$ cat config.mk
export PLATFORM = sky130hd
export DESIGN_NAME = button_debouncer_flat
export DESIGN_NICKNAME = d
export VERILOG_FILES = /design/src/rtl/button_debouncer_pkg.sv /design/src/rtl/button_debouncer_if.sv /design/src/rtl/button_debouncer_sync_ff.sv /design/src/rtl/button_debouncer.sv /design/src/flat_wrapper.sv
export SDC_FILE = /design/constraint.sdc
export NUM_CORES = 1
export LEC_CHECK = 0
export ABC_CLOCK_PERIOD_IN_PS = 2600
export CAP_MARGIN = 40
export CORE_MARGIN = 5
export CORE_UTILIZATION = 57
export CTS_CLUSTER_DIAMETER = 50
export DETAILED_ROUTE_END_ITERATION = 7
export PLACE_DENSITY = 0.88
export SYNTH_ARGS = -nofsm -noshare
export SYNTH_HDL_FRONTEND = slang
export SYNTH_SLANG_ARGS = --single-unit
export TNS_END_PERCENT = 5
$ cat constraint.sdc
create_clock -name clk -period 2.6 [get_ports clk]
set_input_delay 0.26 -clock clk [delete_from_list [all_inputs] [get_ports clk]]
set_output_delay 0.26 -clock clk [all_outputs]
set_load 0.005 [all_outputs]
$ cat src/rtl/button_debouncer_pkg.sv
// Shared types and helpers for the push-button debouncer.
//   db_state_t : debounce FSM state encoding (also exported on the debug port)
//   cnt_width  : bits needed to hold values 0..max_val
//   max2       : larger of two integers (used to size the repeat counter)
package button_debouncer_pkg;

  typedef enum logic [1:0] {
    ST_LOW       = 2'd0,
    ST_WAIT_HIGH = 2'd1,
    ST_HIGH      = 2'd2,
    ST_WAIT_LOW  = 2'd3
  } db_state_t;

  function automatic int cnt_width(input int max_val);
    return (max_val < 1) ? 1 : $clog2(max_val + 1);
  endfunction

  function automatic int max2(input int a, input int b);
    return (a > b) ? a : b;
  endfunction

endpackage

$ cat src/rtl/button_debouncer_if.sv
// Signal bundle between a button source and the debouncer.
//   btn_raw   : raw asynchronous pin (source -> debouncer)
//   btn_level : debounced level
//   btn_rise  : one-cycle strobe on accepted 0->1
//   btn_fall  : one-cycle strobe on accepted 1->0
//   btn_press : rise strobe OR auto-repeat strobe
//   dbg_state : current debounce FSM state, for observation only
// There is no valid/ready handshake here: btn_raw is a level sampled every
// clock, and every output is a registered level or a single-cycle strobe that
// the consumer must take in the cycle it is high (no back-pressure).
interface button_debouncer_if;
  import button_debouncer_pkg::*;

  logic      btn_raw;
  logic      btn_level;
  logic      btn_rise;
  logic      btn_fall;
  logic      btn_press;
  db_state_t dbg_state;

  modport master (
    output btn_raw,
    input  btn_level, btn_rise, btn_fall, btn_press, dbg_state
  );

  modport slave (
    input  btn_raw,
    output btn_level, btn_rise, btn_fall, btn_press, dbg_state
  );
endinterface

$ cat src/rtl/button_debouncer_sync_ff.sv
// Multi-flop synchroniser for an asynchronous single-bit input.
//   clk     : destination clock
//   clear_n : asynchronous active-low reset, clears every stage to 0
//   d_i     : asynchronous input
//   q_o     : d_i delayed through STAGES flops
module button_debouncer_sync_ff #(
  parameter int STAGES = 2
) (
  input  logic clk,
  input  logic clear_n,
  input  logic d_i,
  output logic q_o
);

  logic [STAGES-1:0] sync_q;

  always_ff @(posedge clk or negedge clear_n) begin
    if (!clear_n) begin
      sync_q <= '0;
    end else begin
      sync_q <= {sync_q[STAGES-2:0], d_i};
    end
  end

  assign q_o = sync_q[STAGES-1];

endmodule

$ cat src/rtl/button_debouncer.sv
// Debounces one raw push-button for the single-step clock path.
//   clk     : system clock
//   clear_n : asynchronous active-low reset
//   bus     : slave side of button_debouncer_if (btn_raw in; level, rise,
//             fall, press strobes and FSM debug state out)
// The pin is synchronised, then must hold its new value for DEBOUNCE_CYCLES
// cycles before it is accepted. All outputs are registered.
module button_debouncer
  import button_debouncer_pkg::*;
#(
  parameter int DEBOUNCE_CYCLES = 1_000_000,
  parameter int SYNC_STAGES     = 2,
  parameter bit REPEAT_EN       = 1'b0,
  parameter int REPEAT_DELAY    = 50_000_000,
  parameter int REPEAT_PERIOD   = 25_000_000
) (
  input logic           clk,
  input logic           clear_n,
  button_debouncer_if.slave bus
);

  localparam int DB_W = cnt_width(DEBOUNCE_CYCLES);
  localparam int RP_W = cnt_width(max2(REPEAT_DELAY, REPEAT_PERIOD));

  typedef logic [DB_W-1:0] db_cnt_t;
  typedef logic [RP_W-1:0] rp_cnt_t;

  localparam db_cnt_t DB_LOAD  = db_cnt_t'(DEBOUNCE_CYCLES - 1);
  localparam db_cnt_t DB_ONE   = db_cnt_t'(1);
  localparam rp_cnt_t RP_DELAY = rp_cnt_t'(REPEAT_DELAY - 1);
  localparam rp_cnt_t RP_PER   = rp_cnt_t'(REPEAT_PERIOD - 1);
  localparam rp_cnt_t RP_ONE   = rp_cnt_t'(1);

  logic      btn_sync;
  db_state_t state_q, state_d;
  db_cnt_t   db_cnt_q, db_cnt_d;
  rp_cnt_t   rp_cnt_q, rp_cnt_d;
  logic      level_q, level_d;
  logic      rise_q, rise_d;
  logic      fall_q, fall_d;
  logic      press_q, press_d;
  logic      repeat_d;

  button_debouncer_sync_ff #(.STAGES(SYNC_STAGES)) u_sync (
    .clk     (clk),
    .clear_n (clear_n),
    .d_i     (bus.btn_raw),
    .q_o     (btn_sync)
  );

  always_ff @(posedge clk or negedge clear_n) begin
    if (!clear_n) begin
      state_q  <= ST_LOW;
      db_cnt_q <= '0;
      rp_cnt_q <= '0;
      level_q  <= 1'b0;
      rise_q   <= 1'b0;
      fall_q   <= 1'b0;
      press_q  <= 1'b0;
    end else begin
      state_q  <= state_d;
      db_cnt_q <= db_cnt_d;
      rp_cnt_q <= rp_cnt_d;
      level_q  <= level_d;
      rise_q   <= rise_d;
      fall_q   <= fall_d;
      press_q  <= press_d;
    end
  end

  // In every waiting state the bounce check comes before counter expiry.
  // The repeat counter only runs while HIGH with the input still high; the
  // cycle that leaves HIGH and all of WAIT_LOW leave it frozen, so a short
  // release glitch only delays the repeat cadence.
  always_comb begin
    state_d  = state_q;
    db_cnt_d = db_cnt_q;
    rp_cnt_d = rp_cnt_q;
    level_d  = level_q;
    rise_d   = 1'b0;
    fall_d   = 1'b0;
    repeat_d = 1'b0;

    case (state_q)
      ST_LOW: begin
        level_d = 1'b0;
        if (btn_sync) begin
          state_d  = ST_WAIT_HIGH;
          db_cnt_d = DB_LOAD;
        end
      end
      ST_WAIT_HIGH: begin
        if (!btn_sync) begin
          state_d = ST_LOW;
        end else if (db_cnt_q != '0) begin
          db_cnt_d = db_cnt_q - DB_ONE;
        end else begin
          state_d  = ST_HIGH;
          level_d  = 1'b1;
          rise_d   = 1'b1;
          rp_cnt_d = RP_DELAY;
        end
      end
      ST_HIGH: begin
        if (!btn_sync) begin
          state_d  = ST_WAIT_LOW;
          db_cnt_d = DB_LOAD;
        end else if (rp_cnt_q == '0) begin
          repeat_d = 1'b1;
          rp_cnt_d = RP_PER;
        end else begin
          rp_cnt_d = rp_cnt_q - RP_ONE;
        end
      end
      ST_WAIT_LOW: begin
        if (btn_sync) begin
          state_d = ST_HIGH;
        end else if (db_cnt_q != '0) begin
          db_cnt_d = db_cnt_q - DB_ONE;
        end else begin
          state_d = ST_LOW;
          level_d = 1'b0;
          fall_d  = 1'b1;
        end
      end
      default: begin
        state_d  = ST_LOW;
        db_cnt_d = '0;
        rp_cnt_d = '0;
        level_d  = 1'b0;
      end
    endcase

    // Without auto-repeat the counter is held at zero so it optimises away.
    if (!REPEAT_EN) begin
      rp_cnt_d = '0;
      repeat_d = 1'b0;
    end

    press_d = rise_d | repeat_d;
  end

  assign bus.btn_level = level_q;
  assign bus.btn_rise  = rise_q;
  assign bus.btn_fall  = fall_q;
  assign bus.btn_press = press_q;
  assign bus.dbg_state = state_q;

endmodule

$ cat src/flat_wrapper.sv
// flat-port wrapper written by rule: the top's interface ports become plain ports
module button_debouncer_flat import button_debouncer_pkg::*;
#(
  parameter int DEBOUNCE_CYCLES = 1_000_000,
  parameter int SYNC_STAGES     = 2,
  parameter bit REPEAT_EN       = 1'b0,
  parameter int REPEAT_DELAY    = 50_000_000,
  parameter int REPEAT_PERIOD   = 25_000_000
)
  (clk, clear_n, bus_btn_raw, bus_btn_level, bus_btn_rise, bus_btn_fall, bus_btn_press, bus_dbg_state);
  button_debouncer_if bus_i ();
  input logic clk;
  input logic clear_n;
  input wire logic [$bits(bus_i.btn_raw)-1:0] bus_btn_raw;
  output wire logic [$bits(bus_i.btn_level)-1:0] bus_btn_level;
  output wire logic [$bits(bus_i.btn_rise)-1:0] bus_btn_rise;
  output wire logic [$bits(bus_i.btn_fall)-1:0] bus_btn_fall;
  output wire logic [$bits(bus_i.btn_press)-1:0] bus_btn_press;
  output wire logic [$bits(bus_i.dbg_state)-1:0] bus_dbg_state;
  assign bus_i.btn_raw = bus_btn_raw;
  assign bus_btn_level = bus_i.btn_level;
  assign bus_btn_rise = bus_i.btn_rise;
  assign bus_btn_fall = bus_i.btn_fall;
  assign bus_btn_press = bus_i.btn_press;
  assign bus_dbg_state = bus_i.dbg_state;
  button_debouncer #(.DEBOUNCE_CYCLES(DEBOUNCE_CYCLES), .SYNC_STAGES(SYNC_STAGES), .REPEAT_EN(REPEAT_EN), .REPEAT_DELAY(REPEAT_DELAY), .REPEAT_PERIOD(REPEAT_PERIOD)) u_core (.clk(clk), .clear_n(clear_n), .bus(bus_i));
endmodule
* Word level (Yosys, flattened, before mapping)
Index checks and enable logic that the tools add are counted.
** Word-level totals
- Logic and storage cells :: 47
- Bits of input ports :: 3
- Bits in registers :: 27
- Output and inout bits :: 6
** Operators by class
- Reduce and logical (&&, ||, !) cells :: 6
- Mux-type cells :: 23
- Equal/unequal tests :: 11
- $add $sub $neg :: 1
** Operator list (number)
- $mux 20 :: 5
- $pmux 20 s4 :: 1
- $reduce_bool 20->1 :: 1
- $sub 20x1->20 const B :: 1
- $mux 2 :: 6
- $ne 2x2->1 const B :: 6
- $mux 1 :: 9
- $pmux 2 s4 :: 1
- $reduce_and 4->1 :: 2
- $ne 3x3->1 const B :: 2
- $reduce_and 5->1 :: 1
- $eq 2x2->1 const B :: 2
- $pmux 1 s3 :: 1
- $reduce_bool 3->1 :: 1
- $eq 2x1->1 const B :: 1
- $logic_not 2->1 :: 1

* Longest topological paths before layout
Gate-level depths: netlist (run 1).
- Depth in word-level cells :: 4
- Mapped depth :: 8
- Gate-level depth less buffers :: 7

* Cells and area by module
From an unflattened synthesis (run 1), not the netlist that was laid out.
** Unflattened totals
- Cells, all modules :: 153
- Area total of the unflattened synthesis :: 1530.2 um^2
** Modules (own cells, without submodules)
- button_debouncer :: instances 1, cells an instance 151, area each 1480.2 um^2, seq. area each 625.6 um^2
- button_debouncer_sync_ff :: instances 1, cells an instance 2, area each 50.0 um^2, seq. area each 50.0 um^2

* Worst setup path after synthesis (run 1)
OpenSTA, ideal clock, no wires.
- Path type :: reg-to-reg
- Start point :: reg u_core.db_cnt_q[13]
- End point :: reg u_core.db_cnt_q[6]
- Period minus slack after synthesis :: 2.197 ns
- Slack :: 0.403 ns
- Required time :: 2.479 ns
- Setup time :: 0.121 ns
- Buffers on the path :: 1
- Cell stages (with the launch flop) :: 7
- Arrival time :: 2.076 ns
- Cells stage by stage :: dfrtp_1 or4_1 buf_2 or4_4 o211ai_4 mux2i_1 a22o_1
** Between the ends
- Cells in the longest elaborated chain, start to end :: 4
- Elaborated cells on any way between the ends :: 5
- Classes of those cells :: 4 x mux; 1 x reduce/logical
** RTL lines
- from (decl) :: RTL line button_debouncer.sv:36 : db_cnt_t db_cnt_q, db_cnt_d;
- from (signal assigned) :: RTL line button_debouncer.sv:62 : db_cnt_q <= db_cnt_d;
- $reduce_bool 20->1 * :: RTL line button_debouncer.sv:95, button_debouncer.sv:118
- $mux 20 *
- $mux 20 (on tied branches)
- $pmux 20 s4 *
Mark *: on every way between the ends. The rest lies on a longest branch, timed or not. The select of a mux whose other input is x is not followed.
A chain may end at the register's enable or synchronous reset.

* Worst setup path in the final report (run 1)
Same ends and word-level chain as after synthesis.

==> results.sh, run 1 <==
export IMPL_crit_path_max_fo=8
export IMPL_timing_final_crit_share_pct=90.7
export IMPL_worst_setup_hold_path_clk_slew_ns=0.14
export IMPL_placement_setup_worst_slack_ns=0.274
export IMPL_synth_most_common_cell="dfrtp_1"
export IMPL_startpoint_type="flop"
export IMPL_worstPathCellList="or4_1, or4_4, o211ai_4, mux2i_1, a22o_1"
export IMPL_worst_ep_required_time_ns=2.83
export IMPL_synthesis_area_per_instance_um2=9.95
export IMPL_grt_pass1_vias=1078
export IMPL_timing_rr_start="u_core.db_cnt_q[13]"
export IMPL_grt_max_degree=28
export IMPL_p_total_uw=693
export IMPL_detail_route_first_pass_iterations=4
export IMPL_number_of_remaining_drc_errors=0
export IMPL_yosys_cell_types_count=39
export IMPL_mappedNetlistArea_mm2=0.00138
export IMPL_globalplace_congestion=1.02
export IMPL_regArea_um2=676
export IMPL_synth_adder_area_share_pct=1.81
export IMPL_syn_inst=139
export IMPL_cts_num_sinks=27
export IMPL_drt_wirelength_per_cell_um=15.9
export IMPL_seq_area_frac_synth_pct=48.9
export IMPL_drt_antenna_violating_nets=0
export IMPL_cts_hold_buffers=0
export IMPL_n_antenna_cell=0
export IMPL_timing_final_hold_violations=0
export IMPL_fin_nets=154
export IMPL_worst_path_largest_cell_delay_ns=0.65
export IMPL_vdd_drop_max_v=0.000404
export IMPL_floorplan_die_area_mm2=0.00351
export IMPL_timing_max_transition_violations_final=0
export IMPL_grt_pass1_wl_um=4930
export IMPL_grt_use_met1_pct=24.3
export IMPL_main_combinational_cell_family_by_area_after_synthesis="simple AND/OR/NAND/NOR gates"
export IMPL_async_reset_ff_share_pct=100
export IMPL_setup_worst_path_start="u_core.db_cnt_q[13]"
export IMPL_final_setup_worst_slack_ns=0.241
export IMPL_postCtsSetupRepairBufs=0
export IMPL_criticalPathCategory="reg2reg"
export IMPL_flop_to_flop_setup_slack_ns=0.24
export IMPL_area_growth_from_synthesis_to_layout_pct=9.77
export IMPL_post_synth_xor_area_fraction_pct=7.60
export IMPL_share_of_final_layout_standard_cells_stronger_than_drive_strength_1_pct=8.78
export IMPL_grt_antenna_before_repair=0
export IMPL_die_x_um=59.3
export IMPL_ctsHtreeMaxLevel=1
export IMPL_cts_resized=0
export IMPL_fillers=186
export IMPL_tightestPinTransition_ns=0.531
export IMPL_clockRootBuffer="clkbuf_4"
export IMPL_layout_cell_area_non_filler_mm2=0.00152
export IMPL_fp_dieH_um=59.3
export IMPL_synth_nets=144
export IMPL_synth_compound_area_share_pct=12.5
export IMPL_drv_cap=0
export IMPL_synthTopCellsByCount="dfrtp_1, nor2_1, nand2_1"
export IMPL_track_usage_pct=18.6
export IMPL_yosysTopAreaCellShare_pct=48.9
export IMPL_rsz0062_at_grt="false"
export IMPL_synth_seq_cells=27
export IMPL_initial_utilization_pct=61.3
export IMPL_min_period_ns=2.36
export IMPL_drt_wl_total_um=2800
export IMPL_grt_busiest_layer="met2"
export IMPL_yosys_area_share_simple_pct=25.3
export IMPL_cellLeakagePower_nw=0.563
export IMPL_globalRouteMet3Util_pct=2.18
export IMPL_powerDensity_mw_per_mm2=456
export IMPL_cts_tree="yes"
export IMPL_post_layout_utilization_of_the_core_pct=67.3
export IMPL_io_pin_count=9
export IMPL_critical_path_n_buffers_inverters=0
export IMPL_floorplan_core_area_mm2=0.00225
export IMPL_grtUsageMet2_pct=29.3
export IMPL_synth_main_ff_cell="dfrtp_1"
export IMPL_reg2reg_depth=5
export IMPL_ys_warnings_count=0
export IMPL_place_port_buffers=8
export IMPL_dp_hpwl_um=2030
export IMPL_multi_input_area_um2=663
export IMPL_worstSkewPairLatency_ns=0.33
export IMPL_critical_path_slowest_cell="or4_1"
export IMPL_finalSetupViolCount=0
export IMPL_synth_mux_area_share_pct=0.724
export IMPL_clock_tree_buffer_depth=2
export IMPL_min_path_type="in2async"
export IMPL_core_rowCount=17
export IMPL_area_after_detailed_placement_mm2=0.00149
export IMPL_fmaxAchievable_mhz=424
export IMPL_grt_overflow_total=0
export IMPL_timing_setup_tns_ns=0
export IMPL_synth_top_area_cell="dfrtp_1"
export IMPL_remaining_max_slew_budget_at_the_tightest_pin_pct=64.5
export IMPL_critical_path_arrival_ns=2.59
export IMPL_critical_path_top_delay_family="simple AND/OR/NAND/NOR gates"
export IMPL_drt_iter0_markers=56
export IMPL_timing_critical_path_to_type="flop"
export IMPL_fin_worst_skew_ns=0.00275
export IMPL_cts_inserted_buffers=3
export IMPL_synth_enable_flop_cells=0
export IMPL_routed_via_count=1079
export IMPL_netlist_top_cells_area="dfrtp_1, xnor2_1, nor2_1"
export IMPL_worst_r2r_dst="u_core.db_cnt_q[6]"
export IMPL_outcome="finished, final reports clean"
export IMPL_vias_per_cell=6.13
logic make-up (layout without fill, tap and decap cells):
| group | after synthesis | count (layout) |
|---|---|---|
| AO/OA/AOI/OAI | 23 | 23 |
| XOR/XNOR | 12 | 12 |
| adder cells (fa/ha/maj) | 2 | 2 |
| buffers and inverters | 9 | 18 |
| flip-flops | 27 | 27 |
| multiplexers | 1 | 1 |
| AND/OR/NAND/NOR | 65 | 65 |
flip-flops by register name, summed over array words and instances (netlist names), named ones only:
name / cells
u_core.bus.dbg_state: 1
u_core.u_sync.sync_q: 2
u_core.bus.btn_rise: 1
u_core.db_cnt_q: 20
u_core.bus.btn_level: 1
u_core.bus.btn_fall: 1
worst reg2reg max path: stages, from the launching register on:
cell	delay, ns
dfrtp_1	0.45
or4_1	0.65
or4_4	0.56
o211ai_4	0.29
mux2i_1	0.12
a22o_1	0.20
layout make-up:
| type | instances | area share [%] |
|---|---|---|
| Sequential cell | 27 | 44.5 |
| Inverter | 2 | 0.495 |
| Multi-Input combinational cell | 103 | 43.7 |
| Clock buffer | 4 | 1.73 |
| Tap cell | 28 | 2.31 |
| Timing Repair Buffer | 12 | 7.25 |
report_power, final:
part	internal (mW)	total, mW	switching [mW]	leakage (nW)
registers	0.434	0.454	0.0203	0.313
clock network	0.0603	0.181	0.121	0.0150
logic	0.0242	0.0573	0.0331	0.236
total	0.519	0.693	0.174	0.563
cells in the final DEF, fill, tap and decap left out, drive strengths merged, types with 2 or more instances in the layout:
master / Yosys / routed
dfrtp: 27 / 27
o21ai: 4 / 4
and2: 2 / 2
o41ai: 2 / 2
clkbuf: 2 / 4
nor3: 5 / 5
nand2: 10 / 10
nor3b: 2 / 2
nand3: 7 / 7
xor2: 3 / 3
clkdlybuf4s50: 0 / 8
nor2: 16 / 16
inv: 2 / 2
o211ai: 2 / 2
ha: 2 / 2
buf: 5 / 4
or4: 3 / 3
or3: 3 / 3
nand4: 4 / 4
nor4: 4 / 4
a211oi: 5 / 5
a21oi: 4 / 4
and3: 3 / 3
xnor2: 9 / 9
nand3b: 3 / 3
per-stage QoR:
stage               std cells  hold WS (ns)
floorplan                 139       -0.0356
global placement          172         0.333
detailed placement        172         0.348
CTS                       176         0.285
global route              176         0.292
finish                    176         0.274
per-layer routing:
layer / routed length [um] / up-vias / part of all wire, %
met5: 0 / - / 0
met1: 1250 / 511 / 45
met4: 57 / 0 / 2.0
li1: - / 521 / -
met2: 1360 / 39 / 49
met3: 136 / 8 / 4.9
worst max-delay path by stage:
stage | endpoint | slack (ns) | cells after the start
after global routing | u_core.bus.btn_level | 0.16 | 6
after floorplan | u_core.db_cnt_q[6] | 0.40 | 6
after CTS | u_core.db_cnt_q[6] | 0.25 | 5
after global placement | u_core.db_cnt_q[6] | 0.35 | 5
after detailed placement | u_core.db_cnt_q[6] | 0.27 | 5
final | u_core.db_cnt_q[6] | 0.24 | 5
Power figures use the tool's default switching activity.
==> inputs of run 2 (changes only) <==
--- a/config.mk
+++ b/config.mk
@@ -11,7 +11,7 @@
 export CORE_UTILIZATION = 57
 export CTS_CLUSTER_DIAMETER = 50
 export DETAILED_ROUTE_END_ITERATION = 7
-export PLACE_DENSITY = 0.88
+export PLACE_DENSITY = 0.77
 export SYNTH_ARGS = -nofsm -noshare
 export SYNTH_HDL_FRONTEND = slang
 export SYNTH_SLANG_ARGS = --single-unit
==> run 2 against run 1 <==
Global-route usage is 0.12 points lower. Hold slack better by 0.018 ns. Core utilization is 0.33 points higher.
==> results.sh, run 2 (synthesis gave the netlist of run 1 again) <==
export IMPL_outcome="finished, final reports clean"
export IMPL_timing_critical_path_depth=5
export IMPL_floorplan_core_area_mm2=0.00225
export IMPL_post_layout_utilization_of_the_core_pct=67.6
export IMPL_min_period_ns=2.39
export IMPL_remaining_max_slew_budget_at_the_tightest_pin_pct=64.6
export IMPL_floorplan_die_area_mm2=0.00351
export IMPL_core_rowCount=17
export IMPL_cts_inserted_buffers=3
export IMPL_final_cell_mix="dfrtp_1, nor2_1, nand2_1, xnor2_1, clkdlybuf4s50_1"
export IMPL_grt_pass1_wl_um=4910
export IMPL_drt_wl_total_um=2870
export IMPL_tightestPinTransition_ns=0.530
export IMPL_dpl_cell_count=173
export IMPL_clock_tree_buffer_depth=2
export IMPL_min_path_type="in2async"
export IMPL_clock_power_share_pct=26.3
export IMPL_drv_cap=0
export IMPL_fin_nets=155
export IMPL_dp_hpwl_um=2070
export IMPL_routed_via_count=1112
export IMPL_drt_antenna_violating_nets=0
export IMPL_worst_setup_hold_path_clk_slew_ns=0.14
export IMPL_place_port_buffers=8
export IMPL_detail_route_first_pass_iterations=4
export IMPL_share_comb_of_total_power_pct=8.6
export IMPL_share_of_final_layout_standard_cells_stronger_than_drive_strength_1_pct=9.40
export IMPL_cts_num_sinks=27
export IMPL_cts_hold_buffers=0
export IMPL_critical_path_n_buffers_inverters=0
export IMPL_worst_ep_required_time_ns=2.83
export IMPL_n_antenna_cell=0
export IMPL_critical_path_slowest_cell="or4_1"
export IMPL_ctsHtreeMaxLevel=1
export IMPL_powerDensity_mw_per_mm2=455
export IMPL_grt_overflow_total=0
export IMPL_grt_pass1_vias=1095
export IMPL_initial_utilization_pct=61.3
export IMPL_layoutNonFillerInstCount=177
export IMPL_timing_setup_tns_ns=0
export IMPL_crit_path_max_fo=8
export IMPL_mostFrequentLayoutCell="dfrtp_1"
export IMPL_globalplace_congestion=0.886
export IMPL_drt_wirelength_per_cell_um=16.2
export IMPL_final_setup_worst_slack_ns=0.215
export IMPL_grt_antenna_before_repair=0
export IMPL_layout_top_registers="u_core.db_cnt_q x20, u_core.u_sync.sync_q x2"
export IMPL_fp_dieH_um=59.3
export IMPL_io_pin_count=9
export IMPL_cellLeakagePower_nw=0.568
export IMPL_worst_path_largest_cell_delay_ns=0.65
export IMPL_critical_path_top_delay_family="simple AND/OR/NAND/NOR gates"
export IMPL_timing_critical_path_to_type="flop"
export IMPL_net_switching_power_uw=175
export IMPL_vias_per_cell=6.28
export IMPL_fmaxAchievable_mhz=419
export IMPL_rsz0062_at_grt="false"
export IMPL_timing_max_transition_violations_final=0
export IMPL_postCtsSetupRepairBufs=0
export IMPL_die_x_um=59.3
export IMPL_drt_iter0_markers=26
export IMPL_reg2reg_depth=5
export IMPL_fin_worst_skew_ns=0.00346
export IMPL_seqPwrFrac_pct=65.1
export IMPL_worstPathCellList="or4_1, or4_4, o211ai_4, mux2i_1, a22o_1"
export IMPL_setup_worst_path_start="u_core.db_cnt_q[13]"
export IMPL_worst_hold_slack_ns=0.291
export IMPL_timing_final_hold_violations=0
export IMPL_criticalPathCategory="reg2reg"
export IMPL_largest_register_ffs=20
export IMPL_worstSkewPairLatency_ns=0.32
export IMPL_crit_end="u_core.db_cnt_q[6]"
export IMPL_cts_resized=0
export IMPL_timing_rr_start="u_core.db_cnt_q[13]"
export IMPL_p_int_uw=519
export IMPL_finalSetupViolCount=0
export IMPL_timing_final_crit_share_pct=91.7
export IMPL_vdd_drop_max_v=0.000409
export IMPL_track_usage_pct=18.4
export IMPL_worst_r2r_dst="u_core.db_cnt_q[6]"
export IMPL_startpoint_type="flop"
export IMPL_area_growth_from_synthesis_to_layout_pct=10.3
export IMPL_clockRootBuffer="clkbuf_4"
export IMPL_cts_tree="yes"
export IMPL_placement_setup_worst_slack_ns=0.269
export IMPL_grt_max_degree=28
export IMPL_critical_path_arrival_ns=2.61
export IMPL_number_of_remaining_drc_errors=0
export IMPL_netSwitchingFraction_pct=25.2
export IMPL_registers_top_by_ff_count="u_core.db_cnt_q"
export IMPL_flop_to_flop_setup_slack_ns=0.21
## run 2: changes by cell type in the layout (fill, tap and decap cells not counted)
cell,previous run,this run
buf_4,4,5
## run 2: area by class of cell
class / count / area (um2)
well taps: 28 / 35.0
flip-flops and latches: 27 / 676
multi-input cells: 103 / 663
inverters: 2 / 7.51
repair buffers: 13 / 118
fillers: 176 / 729
clock buffers: 4 / 26.3
## run 2: worst min path at each step
stage,slack [ns],end,depth (start not counted)
2_1_floorplan,-0.04,async pin,0
3_3_place_gp,0.33,u_core.u_sync.sync_q[1],0
3_5_place_dp,0.34,u_core.u_sync.sync_q[1],0
4_1_cts,0.31,u_core.db_cnt_q[12],2
5_1_grt,0.31,u_core.db_cnt_q[5],2
6_report,0.29,u_core.db_cnt_q[12],2
## run 2: per-stage QoR
step	total power, mW	instance area [um2]
finish	0.694	1530
floorplan	0.491	1380
global route	0.730	1530
global placement	0.516	1500
detailed placement	0.518	1500
CTS	0.694	1530
## run 2: metal layers
metal / part of all wire [%] / GRT usage (%) / vias to the layer above
met1: 46 / 24.3 / 554
met5: 0 / 0 / -
li1: - / - / 526
met2: 47 / 29.3 / 25
met4: 1.9 / 7.12 / 0
met3: 4.5 / 4.14 / 7
## run 2: power groups by stage
stage          registers, mW  clock network (mW)  logic (mW)
4_1_cts                0.451               0.183      0.0605
6_report               0.452               0.183      0.0597
5_1_grt                0.455               0.208      0.0679
3_3_place_gp           0.457                   0      0.0586
3_5_place_dp           0.459                   0      0.0598
2_1_floorplan          0.455                   0      0.0361
==> inputs of run 3 (changes only) <==
--- a/config.mk
+++ b/config.mk
@@ -5,8 +5,6 @@
 export SDC_FILE = /design/constraint.sdc
 export NUM_CORES = 1
 export LEC_CHECK = 0
-export ABC_CLOCK_PERIOD_IN_PS = 2600
-export CAP_MARGIN = 40
 export CORE_MARGIN = 5
 export CORE_UTILIZATION = 57
 export CTS_CLUSTER_DIAMETER = 50
==> results of run 3 <==
No change in the layout: final DEF, timing and power equal those of run 2.
